File: src/rtl/fetch_stall_controller_if.sv
// Hazard-control / fetch bundle between the hazard unit, instruction memory and the fetch stall controller.
// STALL_WATCHDOG_EN adds the stall_timeout signal.
interface fetch_stall_controller_if #(
  parameter int PC_W   = 8,
  parameter int INST_W = 16,
  parameter int CNT_W  = 16
);
  logic              PCWrite;
  logic              IF_ID_Write;
  logic              CntrlSel;
  logic              BranchTaken;
  logic [PC_W-1:0]   BranchTarget;
  logic [INST_W-1:0] imem_inst1;
  logic [INST_W-1:0] imem_inst2;
  logic [PC_W-1:0]   pc;
  logic [INST_W-1:0] IF_ID_inst1;
  logic [INST_W-1:0] IF_ID_inst2;
  logic [PC_W-1:0]   IF_ID_pc;
  logic              IF_ID_valid;
  logic              ID_EX_bubble;
  logic [1:0]        state;
  logic [CNT_W-1:0]  stall_cycles;
`ifdef STALL_WATCHDOG_EN
  logic              stall_timeout;
`endif

  modport master (
    output PCWrite, IF_ID_Write, CntrlSel, BranchTaken, BranchTarget,
           imem_inst1, imem_inst2,
    input  pc, IF_ID_inst1, IF_ID_inst2, IF_ID_pc, IF_ID_valid,
           ID_EX_bubble, state, stall_cycles
`ifdef STALL_WATCHDOG_EN
    , input stall_timeout
`endif
  );

  modport slave (
    input  PCWrite, IF_ID_Write, CntrlSel, BranchTaken, BranchTarget,
           imem_inst1, imem_inst2,
    output pc, IF_ID_inst1, IF_ID_inst2, IF_ID_pc, IF_ID_valid,
           ID_EX_bubble, state, stall_cycles
`ifdef STALL_WATCHDOG_EN
    , output stall_timeout
`endif
  );
endinterface

File: src/rtl/fetch_stall_controller.sv
// PC register, dual-issue IF/ID register, ID/EX bubble select and run/stall/flush tracking.
// Optional consecutive-stall watchdog enabled by defining STALL_WATCHDOG_EN.
module fetch_stall_controller #(
  parameter int              PC_W     = 8,
  parameter int              INST_W   = 16,
  parameter logic [PC_W-1:0] RESET_PC = '0,
  parameter int              PC_STEP  = 2,
  parameter int              CNT_W    = 16
`ifdef STALL_WATCHDOG_EN
  , parameter int            MAX_STALL = 15
`endif
) (
  input  logic                      clk,
  input  logic                      reset_n,
  fetch_stall_controller_if.slave   bus
);

  typedef enum logic [1:0] {
    ST_RUN   = 2'd0,
    ST_STALL = 2'd1,
    ST_FLUSH = 2'd2
  } state_t;

  logic              pc_write;
  logic              redirect;
  logic [PC_W-1:0]   pc_reg, pc_next;
  logic [INST_W-1:0] inst1_reg, inst2_reg;
  logic [PC_W-1:0]   if_id_pc_reg;
  logic              valid_reg;
  state_t            state_reg, state_next;
  logic [CNT_W-1:0]  stall_cnt_reg, stall_cnt_next;
  logic [1:0]        state_out;
  logic              bubble_out;

  assign pc_write = bus.PCWrite;
  // A stalled cycle ignores BranchTaken: the branch operands are still hazarded.
  assign redirect = bus.PCWrite & bus.BranchTaken;

  always_comb begin
    pc_next = pc_reg;
    if (redirect)
      pc_next = bus.BranchTarget;
    else if (pc_write)
      pc_next = pc_reg + PC_W'(PC_STEP);
  end

  always_ff @(posedge clk or negedge reset_n) begin
    if (!reset_n)
      pc_reg <= RESET_PC;
    else
      pc_reg <= pc_next;
  end

  // Redirect squashes the pair regardless of IF_ID_Write; IF_ID_pc is left as-is.
  always_ff @(posedge clk or negedge reset_n) begin
    if (!reset_n) begin
      inst1_reg    <= '0;
      inst2_reg    <= '0;
      if_id_pc_reg <= '0;
      valid_reg    <= 1'b0;
    end else if (redirect) begin
      inst1_reg <= '0;
      inst2_reg <= '0;
      valid_reg <= 1'b0;
    end else if (bus.IF_ID_Write) begin
      inst1_reg    <= bus.imem_inst1;
      inst2_reg    <= bus.imem_inst2;
      if_id_pc_reg <= pc_reg;
      valid_reg    <= 1'b1;
    end
  end

  always_ff @(posedge clk or negedge reset_n) begin
    if (!reset_n)
      state_reg <= ST_RUN;
    else
      state_reg <= state_next;
  end

  // Every state uses the same exit rules, so FLUSH lasts one cycle unless re-redirected.
  always_comb begin
    state_next = ST_RUN;
    if (!pc_write)
      state_next = ST_STALL;
    else if (bus.BranchTaken)
      state_next = ST_FLUSH;
  end

  always_comb begin
    state_out  = state_reg;
    bubble_out = bus.CntrlSel | ~valid_reg;
  end

  always_comb begin
    stall_cnt_next = stall_cnt_reg;
    if (!pc_write && (stall_cnt_reg != {CNT_W{1'b1}}))
      stall_cnt_next = stall_cnt_reg + 1'b1;
  end

  always_ff @(posedge clk or negedge reset_n) begin
    if (!reset_n)
      stall_cnt_reg <= '0;
    else
      stall_cnt_reg <= stall_cnt_next;
  end

  assign bus.pc           = pc_reg;
  assign bus.IF_ID_inst1  = inst1_reg;
  assign bus.IF_ID_inst2  = inst2_reg;
  assign bus.IF_ID_pc     = if_id_pc_reg;
  assign bus.IF_ID_valid  = valid_reg;
  assign bus.ID_EX_bubble = bubble_out;
  assign bus.state        = state_out;
  assign bus.stall_cycles = stall_cnt_reg;

`ifdef STALL_WATCHDOG_EN
  localparam logic [4:0] MAX_STALL_W = 5'(MAX_STALL);

  logic [4:0] wd_cnt_reg, wd_cnt_next;
  logic       timeout_reg, timeout_next;

  // Run length of the current stall; saturates so a long stall cannot wrap back to zero.
  always_comb begin
    wd_cnt_next  = wd_cnt_reg;
    timeout_next = timeout_reg;
    if (pc_write)
      wd_cnt_next = '0;
    else if (wd_cnt_reg != 5'h1f)
      wd_cnt_next = wd_cnt_reg + 1'b1;
    if (!pc_write && (wd_cnt_next >= MAX_STALL_W))
      timeout_next = 1'b1;
  end

  always_ff @(posedge clk or negedge reset_n) begin
    if (!reset_n) begin
      wd_cnt_reg  <= '0;
      timeout_reg <= 1'b0;
    end else begin
      wd_cnt_reg  <= wd_cnt_next;
      timeout_reg <= timeout_next;
    end
  end

  assign bus.stall_timeout = timeout_reg;
`endif

endmodule

File: src/flat_wrapper.sv
// flat-port wrapper written by rule: the top's interface ports become plain ports
module fetch_stall_controller_flat 
#(
  parameter int              PC_W     = 8,
  parameter int              INST_W   = 16,
  parameter logic [PC_W-1:0] RESET_PC = '0,
  parameter int              PC_STEP  = 2,
  parameter int              CNT_W    = 16

)
  (clk, reset_n, bus_PCWrite, bus_IF_ID_Write, bus_CntrlSel, bus_BranchTaken, bus_BranchTarget, bus_imem_inst1, bus_imem_inst2, bus_pc, bus_IF_ID_inst1, bus_IF_ID_inst2, bus_IF_ID_pc, bus_IF_ID_valid, bus_ID_EX_bubble, bus_state, bus_stall_cycles);
  fetch_stall_controller_if #(.PC_W(PC_W), .INST_W(INST_W), .CNT_W(CNT_W)) bus_i ();
  input  logic clk;
  input  logic reset_n;
  input wire logic [$bits(bus_i.PCWrite)-1:0] bus_PCWrite;
  input wire logic [$bits(bus_i.IF_ID_Write)-1:0] bus_IF_ID_Write;
  input wire logic [$bits(bus_i.CntrlSel)-1:0] bus_CntrlSel;
  input wire logic [$bits(bus_i.BranchTaken)-1:0] bus_BranchTaken;
  input wire logic [$bits(bus_i.BranchTarget)-1:0] bus_BranchTarget;
  input wire logic [$bits(bus_i.imem_inst1)-1:0] bus_imem_inst1;
  input wire logic [$bits(bus_i.imem_inst2)-1:0] bus_imem_inst2;
  output wire logic [$bits(bus_i.pc)-1:0] bus_pc;
  output wire logic [$bits(bus_i.IF_ID_inst1)-1:0] bus_IF_ID_inst1;
  output wire logic [$bits(bus_i.IF_ID_inst2)-1:0] bus_IF_ID_inst2;
  output wire logic [$bits(bus_i.IF_ID_pc)-1:0] bus_IF_ID_pc;
  output wire logic [$bits(bus_i.IF_ID_valid)-1:0] bus_IF_ID_valid;
  output wire logic [$bits(bus_i.ID_EX_bubble)-1:0] bus_ID_EX_bubble;
  output wire logic [$bits(bus_i.state)-1:0] bus_state;
  output wire logic [$bits(bus_i.stall_cycles)-1:0] bus_stall_cycles;
  assign bus_i.PCWrite = bus_PCWrite;
  assign bus_i.IF_ID_Write = bus_IF_ID_Write;
  assign bus_i.CntrlSel = bus_CntrlSel;
  assign bus_i.BranchTaken = bus_BranchTaken;
  assign bus_i.BranchTarget = bus_BranchTarget;
  assign bus_i.imem_inst1 = bus_imem_inst1;
  assign bus_i.imem_inst2 = bus_imem_inst2;
  assign bus_pc = bus_i.pc;
  assign bus_IF_ID_inst1 = bus_i.IF_ID_inst1;
  assign bus_IF_ID_inst2 = bus_i.IF_ID_inst2;
  assign bus_IF_ID_pc = bus_i.IF_ID_pc;
  assign bus_IF_ID_valid = bus_i.IF_ID_valid;
  assign bus_ID_EX_bubble = bus_i.ID_EX_bubble;
  assign bus_state = bus_i.state;
  assign bus_stall_cycles = bus_i.stall_cycles;
  fetch_stall_controller #(.PC_W(PC_W), .INST_W(INST_W), .RESET_PC(RESET_PC), .PC_STEP(PC_STEP), .CNT_W(CNT_W)) u_core (.clk(clk), .reset_n(reset_n), .bus(bus_i));
endmodule
File: config.mk
export PLATFORM = sky130hd
export DESIGN_NAME = fetch_stall_controller_flat
export DESIGN_NICKNAME = d
export VERILOG_FILES = /design/src/rtl/fetch_stall_controller_if.sv /design/src/rtl/fetch_stall_controller.sv /design/src/flat_wrapper.sv
export SDC_FILE = /design/constraint.sdc
export NUM_CORES = 1
export LEC_CHECK = 0
export ABC_CLOCK_PERIOD_IN_PS = 3300
export BUFFER_PORTS_ARGS = -buffer_cell sky130_fd_sc_hd__buf_4
export CORE_MARGIN = 3
export CORE_UTILIZATION = 35
export CTS_CLUSTER_DIAMETER = 50
export CTS_CLUSTER_SIZE = 8
export DETAILED_ROUTE_END_ITERATION = 8
export GPL_TIMING_DRIVEN = 0
export MAX_ROUTING_LAYER = met4
export PLACE_DENSITY = 0.63
export REMOVE_ABC_BUFFERS = 1
export SYNTH_ARGS = -nofsm -noshare
export SYNTH_HDL_FRONTEND = slang
export SYNTH_SLANG_ARGS = --single-unit
File: constraint.sdc
create_clock -name clk -period 3.3 [get_ports clk]
set_input_delay 0.165 -clock clk [delete_from_list [all_inputs] [get_ports clk]]
set_output_delay 0.165 -clock clk [all_outputs]
set_load 0.01 [all_outputs]
==> metrics.txt <==
layout cells sized above 1 between 30% and 40%; maximum fanout along the worst path 5; core box area about 7900 µm²; Crit path max-delay family compound AO/OA/AOI/OAI gates; ys async rst share between 90% and 100%; total I/O pin count about 110; dpl ws roughly 1300 ps; max-cap violations 0; Fmax around 0.53 GHz; Post-synth EDFFs 0; setup violators final 0; RSZ-0062 raised after global routing false; drt first pass iters 4; row count 32; CTS tree built; Clock transition at path regs about 80 ps; vias per cell 4.83; most frequent cells in the layout buf_4, dfrtp_1, nor2_1; post-CTS setup buffer count 0; crit-path max cell delay between 500 and 600 ps; vias ~2300; Worst Path Buf+Inv 0; worst relative slew slack 34.1%; Hold Path Class input port to register; Final nets ~420; PwrDens 577 nW/µm²; Worst Setup End Kind register; vias in the first global route between 2000 and 2500; Slew @ Worst Pin 983 ps; Worst Reg-to-Reg Cells 5; Starting Density 36.8%; top_reg_cell synth dfrtp_1; ANT nets after route 0; Total GRT Usage between 10 and 15%; Die X 97.1 µm; Seq/Total Area, Yosys a little under 60%; Mapped Cells 254; CTS root buf clkbuf_8; Overall Power 2.35 mW; ANT cells 0; Syn Std Cell Area about 2900 µm²; CTS Hold Bufs 2; part of the cycle the worst path needs a little under three fifths; CP Class register to register; startpoint types register; Die ar. roughly 9400 µm²; #FFs+latches synth 67; Post-Route Skew ~9.4 ps; Crit. path cell count 5; clock sinks 67; antenna violations before repair 0; Routability Congestion around 0.84; Critical Path RT ~3500 ps; syn avg cell area 11.4 µm²; Remaining Overflow, GRT 0; Layout Cells excl Fill ~480; WHS Path Cells 2; largest net degree at the start of global routing 68; leakage power roughly 2.0 nW; Peak supply drop 0.288 mV; HPWL Detailed between 4 and 5 mm; commonest non-fill, non-tap cell in the layout buf_4; first-pass GRT wire length between 10 and 15 mm; dpl cells approximately 460; Die Ht 97.1 µm; Iteration-0 DRC Markers 66; post-route setup slack ~1400 ps; worst path cell trace ha_1 -> nand4_2 -> o41a_1 -> and4_1 -> xor2_1; drt total wl between 6 and 7 mm; Syn. warnings 0; crit path max-delay cell type o41a_1; Slew Viols, Final 0; drt drc 0; Yosys cell types 39; Num CTS Buffers 9; fin util between 50% and 60%; CTS H-Tree Depth 3; setup_tns 0 ps; Worst-Skew Late Latency roughly 340 ps; Synth-to-Final Area Change 40.4%; min Tclk post-route between 1500 and 2000 ps; PortBufs about 110; final hold violations 0; post-cts repair resize count 0; Worst Path Arrival approximately 2100 ps; Max clock buf depth 2; status complete, no violations; routed len/inst roughly 14 µm
[per-stage QoR]
| stage | hold slack [ps] | cell area, µm² |
|---|---|---|
| floorplan | -131 | 2860 |
| global placement | 328 | 3830 |
| CTS | 53.1 | 4080 |
| finish | 65.4 | 4080 |
| detailed placement | 330 | 3830 |
| global route | 63.0 | 4080 |
[metal layers]
layer  share of wire (%)  vias to the layer above  global-route usage (%)
met2                  43                       91                    21.0
met5                   0                        -                       -
li1                    -                     1123                       -
met3                 7.3                        8                    4.16
met4                 1.2                        0                    5.18
met1                  48                     1077                    20.9
[path summary, 6_finish.rpt]
kind | slack [ps] | from | end
max | 1420 | u_core.bus.stall_cycles[0]$_DFFE_PN0P_ | u_core.bus.stall_cycles[3]$_DFFE_PN0P_
min | 70 | bus_BranchTarget[1] | u_core.bus.pc[1]$_DFFE_PN0P_
max reg2reg | 1420 | u_core.bus.stall_cycles[0]$_DFFE_PN0P_ | u_core.bus.stall_cycles[3]$_DFFE_PN0P_
min reg2reg | 510 | u_core.bus.IF_ID_pc[1]$_DFFE_PN0P_ | u_core.bus.IF_ID_pc[1]$_DFFE_PN0P_
max in group asynchronous | 2260 | reset_n | u_core.bus.stall_cycles[6]$_DFFE_PN0P_
min in group asynchronous | 490 | reset_n | u_core.bus.IF_ID_inst1[3]$_DFFE_PN0P_
[logic make-up (layout without fill, tap and decap cells)]
| group | count (synthesis) | in the layout | synth area share (%) |
|---|---|---|---|
| DFF | 67 | 67 | 57.7 |
| and+or+nand+nor | 88 | 88 | 14.7 |
| buffers and inverters | 16 | 136 | 2.24 |
| xor gates and xnor gates | 7 | 7 | 2.11 |
| AOI/OAI and AO/OA | 29 | 29 | 6.38 |
| adders and majority gates | 2 | 2 | 0.862 |
| muxes | 45 | 45 | 15.9 |
[synth_stat cells, drive strengths merged (3+ instances only)]
master	n	area, µm²
dfrtp	67	1680
nor2	40	150
mux2i	35	350
nand2	14	52.6
mux2	10	113
a21oi	9	45.0
buf	7	31.3
nand3	7	35.0
nand4	7	50.1
o21ai	6	30.0
and3	5	31.3
clkbuf	4	15.0
xnor2	4	35.0
a31oi	3	18.8
and4	3	26.3
inv	3	11.3
nor3	3	15.0
o21a	3	22.5
xor2	3	26.3
[final cells by class]
cell class | count | area [µm²]
Clock buffer | 9 | 124
Clock inverter | 7 | 100
Sequential cell | 67 | 1680
Inverter | 5 | 18.8
Multi-Input combinational cell | 171 | 1160
Tap cell | 102 | 128
Timing Repair Buffer | 115 | 868
Fill cell | 728 | 3810
[worst register-to-register path: cells and delay by family, from the launching register on]
family | cells | cell delay [ps]
adder cells (fa/ha/maj) | 1 | 270
AND/OR/NAND/NOR | 2 | 410
flip-flops | 1 | 430
XOR/XNOR | 1 | 130
AO/OA/AOI/OAI | 1 | 530
[power breakdown]
part	total [mW]	switching (mW)	internal, mW
clock network	0.760	0.330	0.430
logic	0.533	0.243	0.290
registers	1.06	0.122	0.939
total	2.35	0.695	1.66
Note: power is estimated with default switching activity, not from simulation.
